**config.mk**
```make
export PLATFORM = sky130hd
export DESIGN_NAME = ddr_wr_burst_ctrl
export DESIGN_NICKNAME = d
export VERILOG_FILES = /design/src/rtl/ddr_wr_pkg.sv /design/src/rtl/ddr_wr_burst_ctrl_skid2.sv /design/src/rtl/ddr_wr_burst_ctrl.sv
export SDC_FILE = /design/constraint.sdc
export NUM_CORES = 1
export LEC_CHECK = 0
export BUFFER_PORTS_ARGS = -buffer_cell sky130_fd_sc_hd__clkbuf_2
export CAP_MARGIN = 5
export CORE_MARGIN = 2
export CORE_UTILIZATION = 45
export DETAILED_ROUTE_END_ITERATION = 10
export HOLD_SLACK_MARGIN = 0.03
export PLACE_DENSITY = 0.72
export SLEW_MARGIN = 20
export SYNTH_ARGS = -nofsm -noshare
export SYNTH_HDL_FRONTEND = slang
export SYNTH_SLANG_ARGS = --single-unit
export TNS_END_PERCENT = 50
```
**constraint.sdc**
```tcl
create_clock -name rd_clk -period 9.2 [get_ports rd_clk]
set_clock_uncertainty 0.2 [all_clocks]
set_input_delay 0.46 -clock rd_clk [delete_from_list [all_inputs] [get_ports rd_clk]]
set_output_delay 0.46 -clock rd_clk [all_outputs]
set_load 0.005 [all_outputs]
```
**src/rtl/ddr_wr_pkg.sv**
```systemverilog
// ddr_wr_pkg: shared types and constants for the write-DDR burst controller.
//   wr_state_t     : burst FSM states (IDLE / AW / W / B)
//   AXI_RESP_OKAY  : AXI OKAY response code
//   BYTES_PER_BEAT : bytes per beat for the default 128-bit data path
//   BURST_BYTES    : bytes per burst for the default 16-beat burst
//   burst_bytes()  : per-instance burst stride from data width and burst length
package ddr_wr_pkg;

    typedef enum logic [1:0] {
        IDLE = 2'd0,
        AW   = 2'd1,
        W    = 2'd2,
        B    = 2'd3
    } wr_state_t;

    localparam logic [1:0]  AXI_RESP_OKAY  = 2'b00;
    localparam int unsigned BYTES_PER_BEAT = 128 / 8;
    localparam int unsigned BURST_BYTES    = 16 * BYTES_PER_BEAT;

    function automatic int unsigned burst_bytes(input int unsigned data_w,
                                                input int unsigned burst_len);
        return burst_len * (data_w / 8);
    endfunction

endpackage

```
**src/rtl/ddr_wr_burst_ctrl_skid2.sv**
```systemverilog
// ddr_wr_skid2: two-entry skid buffer that catches FIFO read data arriving one
// cycle after the read enable, so the AXI W channel can stall freely.
//   clk, rst   : clock, asynchronous active-high reset
//   push       : store push_data this cycle
//   pop        : drop the head entry this cycle
//   head       : oldest entry (held stable until popped)
//   count      : occupancy 0..2
module ddr_wr_skid2
    import ddr_wr_pkg::*;
#(
    parameter int unsigned DATA_W = 128
) (
    input  logic              clk,
    input  logic              rst,
    input  logic              push,
    input  logic [DATA_W-1:0] push_data,
    input  logic              pop,
    output logic [DATA_W-1:0] head,
    output logic [1:0]        count
);

    logic [DATA_W-1:0] q0;
    logic [DATA_W-1:0] q1;

    // q0 is always the head; it only changes on a pop or on a push into an
    // empty buffer, which keeps the W-channel payload stable during stalls.
    always_ff @(posedge clk or posedge rst) begin
        if (rst) begin
            q0    <= '0;
            q1    <= '0;
            count <= '0;
        end else begin
            unique case ({push, pop})
                2'b10: begin
                    if (count == 2'd0) q0 <= push_data;
                    else               q1 <= push_data;
                    count <= count + 2'd1;
                end
                2'b01: begin
                    q0    <= q1;
                    count <= count - 2'd1;
                end
                2'b11: begin
                    if (count == 2'd1) begin
                        q0 <= push_data;
                    end else begin
                        q0 <= q1;
                        q1 <= push_data;
                    end
                end
                default: ;
            endcase
        end
    end

    assign head = q0;

endmodule

```
**src/rtl/ddr_wr_burst_ctrl.sv**
```systemverilog
// ddr_wr_burst_ctrl: drains full bursts from the write-DDR FIFO into AXI4
// write transactions, walking a linear frame region and wrapping at its end.
//   rd_clk / rd_rst        : FIFO read / AXI clock, async active-high reset
//   frame_start            : restart the frame at FRAME_BASE (deferred if busy)
//   fifo_rd_*              : FIFO read side (1-cycle read latency)
//   aw* / w* / b*          : AXI4 write address, data and response channels
//   frame_done             : 1-cycle pulse after the last burst of a frame
//   busy                   : FSM not in IDLE
// Optional build macro DDR_WR_BRESP_ERR_CNT_EN adds err_cnt / err_flag, which
// count non-OKAY write responses (saturating, sticky flag, cleared on reset).
module ddr_wr_burst_ctrl
    import ddr_wr_pkg::*;
#(
    parameter int unsigned        DATA_W       = 128,
    parameter int unsigned        FIFO_DEPTH_W = 10,
    parameter int unsigned        ADDR_W       = 28,
    parameter int unsigned        BURST_LEN    = 16,
    parameter logic [ADDR_W-1:0]  FRAME_BASE   = '0,
    parameter int unsigned        FRAME_BEATS  = 259200
) (
    input  logic                    rd_clk,
    input  logic                    rd_rst,
    input  logic                    frame_start,
    output logic                    fifo_rd_en,
    input  logic [DATA_W-1:0]       fifo_rd_data,
    input  logic                    fifo_rd_empty,
    input  logic [FIFO_DEPTH_W:0]   fifo_rd_water_level,
    output logic [ADDR_W-1:0]       awaddr,
    output logic [7:0]              awlen,
    output logic                    awvalid,
    input  logic                    awready,
    output logic [DATA_W-1:0]       wdata,
    output logic [DATA_W/8-1:0]     wstrb,
    output logic                    wlast,
    output logic                    wvalid,
    input  logic                    wready,
    input  logic [1:0]              bresp,
    input  logic                    bvalid,
    output logic                    bready,
    output logic                    frame_done,
    output logic                    busy
`ifdef DDR_WR_BRESP_ERR_CNT_EN
    ,
    output logic [15:0]             err_cnt,
    output logic                    err_flag
`endif
);

    localparam int unsigned          CNT_W     = $clog2(FRAME_BEATS + 1);
    localparam logic [ADDR_W-1:0]    ADDR_STEP = ADDR_W'(burst_bytes(DATA_W, BURST_LEN));
    localparam logic [CNT_W-1:0]     CNT_STEP  = CNT_W'(BURST_LEN);
    localparam logic [CNT_W-1:0]     CNT_END   = CNT_W'(FRAME_BEATS);
    localparam logic [FIFO_DEPTH_W:0] LVL_BURST = (FIFO_DEPTH_W + 1)'(BURST_LEN);
    localparam logic [8:0]           RD_MAX    = 9'(BURST_LEN);
    localparam logic [7:0]           LAST_BEAT = 8'(BURST_LEN - 1);

    wr_state_t         state;
    wr_state_t         state_nxt;
    logic [CNT_W-1:0]  frame_cnt;
    logic              pending;
    logic [8:0]        rd_issued;
    logic [7:0]        wbeat;
    logic              inflight;
    logic [1:0]        skid_count;
    logic [DATA_W-1:0] skid_head;
    logic              burst_start;
    logic              w_pop;

    assign burst_start = (state == IDLE) && (fifo_rd_water_level >= LVL_BURST);

    // Constant channel fields still read as zero while reset is held.
    assign awlen = rd_rst ? '0 : LAST_BEAT;
    assign wstrb = rd_rst ? '0 : '1;
    assign wdata = skid_head;

    ddr_wr_skid2 #(.DATA_W(DATA_W)) u_skid (
        .clk       (rd_clk),
        .rst       (rd_rst),
        .push      (inflight),
        .push_data (fifo_rd_data),
        .pop       (w_pop),
        .head      (skid_head),
        .count     (skid_count)
    );

    always_ff @(posedge rd_clk or posedge rd_rst) begin
        if (rd_rst) state <= IDLE;
        else        state <= state_nxt;
    end

    always_comb begin
        state_nxt = state;
        unique case (state)
            IDLE:    if (burst_start)    state_nxt = AW;
            AW:      if (awready)        state_nxt = W;
            W:       if (w_pop && wlast) state_nxt = B;
            B:       if (bvalid)         state_nxt = IDLE;
            default:                     state_nxt = IDLE;
        endcase
    end

    // Reads are throttled so data already in the skid buffer plus the read
    // still in flight never exceeds the two available entries.
    always_comb begin
        awvalid    = (state == AW);
        bready     = (state == B);
        busy       = (state != IDLE);
        wvalid     = (state == W) && (skid_count != 2'd0);
        wlast      = wvalid && (wbeat == LAST_BEAT);
        w_pop      = wvalid && wready;
        fifo_rd_en = (state == W) && !fifo_rd_empty && (rd_issued < RD_MAX) &&
                     (({1'b0, skid_count} + {2'b00, inflight}) < 3'd2);
    end

    always_ff @(posedge rd_clk or posedge rd_rst) begin
        if (rd_rst) begin
            awaddr     <= FRAME_BASE;
            frame_cnt  <= '0;
            pending    <= 1'b0;
            rd_issued  <= '0;
            wbeat      <= '0;
            inflight   <= 1'b0;
            frame_done <= 1'b0;
        end else begin
            inflight   <= fifo_rd_en;
            frame_done <= 1'b0;

            if (state == IDLE) begin
                rd_issued <= '0;
                wbeat     <= '0;
            end else begin
                if (fifo_rd_en) rd_issued <= rd_issued + 9'd1;
                if (w_pop)      wbeat     <= wbeat + 8'd1;
            end

            // A start request seen while a burst is starting or in flight is
            // parked and applied when the following burst begins.
            if (burst_start) begin
                if (pending) begin
                    awaddr    <= FRAME_BASE;
                    frame_cnt <= '0;
                end
                pending <= frame_start;
            end else if (state == IDLE) begin
                if (frame_start) begin
                    awaddr    <= FRAME_BASE;
                    frame_cnt <= '0;
                    pending   <= 1'b0;
                end
            end else begin
                if (frame_start) pending <= 1'b1;
                if ((state == B) && bvalid) begin
                    if (frame_cnt + CNT_STEP == CNT_END) begin
                        awaddr     <= FRAME_BASE;
                        frame_cnt  <= '0;
                        frame_done <= 1'b1;
                    end else begin
                        awaddr    <= awaddr + ADDR_STEP;
                        frame_cnt <= frame_cnt + CNT_STEP;
                    end
                end
            end
        end
    end

`ifdef DDR_WR_BRESP_ERR_CNT_EN
    always_ff @(posedge rd_clk or posedge rd_rst) begin
        if (rd_rst) begin
            err_cnt  <= '0;
            err_flag <= 1'b0;
        end else if (bvalid && bready && (bresp != AXI_RESP_OKAY)) begin
            if (err_cnt != 16'hFFFF) err_cnt <= err_cnt + 16'd1;
            err_flag <= 1'b1;
        end
    end
`else
    // bresp does not steer control flow in this build.
    logic unused_bresp;
    assign unused_bresp = ^bresp;
`endif

endmodule

```
==> results <==
- The fraction of final layout cells with drive strength greater than 1 is 32.5%.
- After detailed placement, the total cell area comes to 15,500 sq um.
- The floorplan has 63 rows.
- After synthesis, the share of flip-flops with an asynchronous set or reset is 100%.
- The wire length of the first global-routing pass is 55,700 um.
- The via-per-instance ratio is 5.47.
- The setup slack at placement is 5.29 ns.
- The flow ran to the end, and the final reports show no timing, DRC or antenna violations.
- The number of hold-slack violations in the final timing report is 0.
- Buffers inserted during clock tree synthesis total 35.
- The placed instance count is 1,839.
- In this run the remaining antenna-violating nets after routing total 0.
- Setup repair after global routing left no endpoint under its margin.
- The count of routing violations after the opening detailed-route iteration is 782.
- Setup violations remaining at the end of the flow were counted as 0.
- The actual transition at the worst max-transition pin is 1.10 ns.
- During placement, the flow inserted port buffers numbering 316.
- The clock latency on the worst-skew pair is 0.50 ns.
- After synthesis the cells add up to 13,700 sq um.
- The number of warnings printed during yosys synthesis is 0.
- The final worst-path cycle share is 42.2%.
- IR analysis of the VDD net gives a maximum drop of 0.000181 V.
- The static leakage power is 8.27 nW.
- By area, the combinational part of the netlist is dominated by compound AO/OA/AOI/OAI gates.
- Of all nets on the critical path, the largest fanout is 77.
- After clock tree synthesis, the clock-pin slew on the worst setup and hold paths is 0.06 ns.
- Counting flops and latches in the post-synthesis netlist gives 314.
- The number of instances resized during post-cts repair is 0.
- The prevailing post-synth register cell is sky130_fd_sc_hd__dfrtp_1.
- The DRC violations left is 0.
- After the last flow step, the layout net total stands at 1,780.
- The detailed-route wire length is 35,000 um.
- The power density over the cells is 323 nW/um^2.
- The final critical delay including setup and external delays is 3.88 ns.
- In the final layout, the multi-input gates occupy 5340 sq um.
- After Yosys synthesis, full adders, half adders and majority gates account for 1.37% of the synthesized area.
- The first TritonRoute pass finished after 7 iterations.
- The count of pins on the block boundary is 335.
- Of the post-synthesis cell area, the part taken by muxes is 10.9%.
- The per-instance average area after synthesis is 11.3 sq um.
- After routing the design area is 17,900 sq um.
- Global routing consumed, over all layers together, 21.4% of the routing resources.
- Of the total synthesized cell area, the portion taken by AND, OR, NAND and NOR gates is 9.12%.
- The fmax is 258 MHz.
- The complex-gate fraction of the synthesized area is 15.8%.
- The data required time at the worst endpoint is 9.38 ns.
- In the synthesized netlist, the number of instances is 1,220.
- The fraction of synthesized cell area in xor and xnor cells is 1.20%.
- The die area is 31,900 sq um.
- The layout-stage area growth over the synthesis result is 30.6%.
- The path type of the worst min-delay path is in2reg.
- Detailed placement finished with a half-perimeter wire length of 20,700 um.
- The total power draw is 5.80 mW.
- The root buffer cell chosen for the clock tree is sky130_fd_sc_hd__clkbuf_16.
- The initial core utilization is 46.0%.
- The H-tree depth is 2.
- The total vias in the final route is 11,100.
- The total congestion overflow after global routing is 0.
- The number of inserted filler cells in the final layout is 2,355.
- Sequential elements use 57.2% of the synthesized area.
- The number of global-route vias before repair is 11,100.
- The max-slew violation count is 0.
- The critical path arrival is 4.06 ns.
- The buffer depth of the longest clock path is 3.
- The TritonCTS clock tree is built.
- The die is 179 um wide.
- The maximum number of pins on one net before global-route repair is 190.
- The relative slew slack is 26.6%.
- The worst setup path is launched from a register.
- The post-route worst hold slack is 0.0735 ns.
- The worst setup margin is 5.32 ns.
- The max-cap violation count is 0.
- The wire length per cell is 17.2 um.
- The tree built by TritonCTS fans out to 314 sinks.
- The final core area utilization is 60.1%.
- The post-route non-filler standard cell count is 2,031.
- The number of diodes is 0.
- The number of antenna violations at the first check in global routing is 0.
- The count of unique library cells instantiated by Yosys is 62.
- The sum of negative setup slack is 0 ns.
- The total core area is 29,900 sq um.
- The worst setup path is of the reg2reg kind.
- The die boundary height is 179 um.
- The number of flops mapped to enable cells by yosys is 0.
- The worst setup path is captured at a register.
- The congestion estimate from routability-driven global placement came to 0.791.
- Across the whole layout, storage elements account for 7860 sq um.
power breakdown:
group	internal [mW]	total, mW	leakage, nW	switching [mW]
combinational	0.925	2.04	3.98	1.11
clock	0.854	1.41	0.571	0.551
sequential	2.01	2.36	3.72	0.352
total	3.78	5.80	8.27	2.01
routing by layer:
layer | vias to the layer above | global-route usage [%] | routed length (um)
li1 | 5142 | - | -
met1 | 5469 | 26.7 | 14400
met2 | 402 | 36.7 | 17000
met3 | 88 | 4.56 | 2430
met4 | 0 | 8.13 | 1200
met5 | - | 0 | 0
what timing repair did:
action,CTS,global route
hold buffers,129,1
setup endpoints to repair,0,0
hold endpoints to repair,129,18
setup buffers,0,0
cells by family (layout without fill, tap and decap cells):
| family | count (synthesis) | count (layout) |
|---|---|---|
| compound gates | 331 | 331 |
| xor+xnor | 18 | 18 |
| fa+ha+maj | 15 | 15 |
| buf+inv | 129 | 539 |
| flops | 314 | 314 |
| mux | 133 | 133 |
| other cells | 1 | 12 |
| simple gates | 279 | 279 |
area by class of cell:
class                           count  area share [%]
Clock buffer                       51            5.66
Clock inverter                     10           0.802
Inverter                           17           0.377
Multi-Input combinational cell    788            29.8
Sequential cell                   314            43.8
Tap cell                          390            2.72
Timing Repair Buffer              461            16.9
worst paths after layout:
| check | startpoint | endpoint | slack (ns) | cells past startpoint |
|---|---|---|---|---|
| max | state[0]$_DFFE_PP0P_ | u_skid.q1[32]$_DFFE_PP0P_ | 5.32 | 11 |
| min | bvalid | frame_done$_DFF_PP0_ | 0.07 | 3 |
| max reg2reg | state[0]$_DFFE_PP0P_ | u_skid.q1[32]$_DFFE_PP0P_ | 5.32 | 11 |
| min reg2reg | u_skid.q1[19]$_DFFE_PP0P_ | u_skid.q1[19]$_DFFE_PP0P_ | 0.30 | 1 |
| max in group asynchronous | rd_rst | u_skid.head[1]$_DFFE_PP0P_ | 6.91 | 6 |
| min in group asynchronous | rd_rst | frame_cnt[6]$_DFFE_PP0P_ | 0.42 | 4 |
cell usage after synthesis, drive strengths merged, types with 5 or more instances:
cell | count | area share, %
dfrtp | 314 | 57
nor2 | 163 | 4.5
a21oi | 138 | 5.0
mux2 | 129 | 11
a22oi | 128 | 7.0
clkbuf | 67 | 1.8
buf | 45 | 2.1
nand2 | 36 | 0.98
nand3 | 25 | 0.95
o21ai | 19 | 0.69
inv | 16 | 0.44
ha | 15 | 1.4
nand4 | 14 | 0.68
xor2 | 14 | 0.95
a22o | 11 | 0.70
nor2b | 11 | 0.50
a21o | 7 | 0.38
nor3 | 6 | 0.22
and3 | 5 | 0.23
nor4 | 5 | 0.32
registers in the layout, indices dropped and copies added, names as in the netlist:
register / flops
awaddr: 20
frame_cnt: 14
frame_done: 1
inflight: 1
pending: 1
rd_issued: 9
state: 2
u_skid.count: 2
u_skid.head: 128
u_skid.q1: 128
wbeat: 8
placed cells by master (no fill, tap or decap), types with 15 or more instances in the layout:
cell / instances
sky130_fd_sc_hd__clkbuf_2: 316
sky130_fd_sc_hd__dfrtp_1: 314
sky130_fd_sc_hd__nor2_1: 162
sky130_fd_sc_hd__a21oi_1: 137
sky130_fd_sc_hd__dlygate4sd3_1: 130
sky130_fd_sc_hd__mux2_2: 129
sky130_fd_sc_hd__a22oi_1: 128
sky130_fd_sc_hd__nand2_1: 36
sky130_fd_sc_hd__clkbuf_16: 35
sky130_fd_sc_hd__nand3_1: 24
sky130_fd_sc_hd__inv_1: 15
sky130_fd_sc_hd__ha_1: 15
worst max-delay path, stage by stage (launching register included):
cell,delay [ns]
sky130_fd_sc_hd__dfrtp_1,0.42
sky130_fd_sc_hd__inv_1,0.10
sky130_fd_sc_hd__ha_1,0.21
sky130_fd_sc_hd__nor2b_1,0.24
sky130_fd_sc_hd__nand2_1,0.17
sky130_fd_sc_hd__clkinv_1,0.18
sky130_fd_sc_hd__ha_1,0.30
sky130_fd_sc_hd__nand2_1,0.15
sky130_fd_sc_hd__o211ai_1,0.16
sky130_fd_sc_hd__buf_4,0.28
sky130_fd_sc_hd__buf_4,0.82
sky130_fd_sc_hd__mux2_2,0.42
Note: power is estimated with default switching activity, not from simulation.
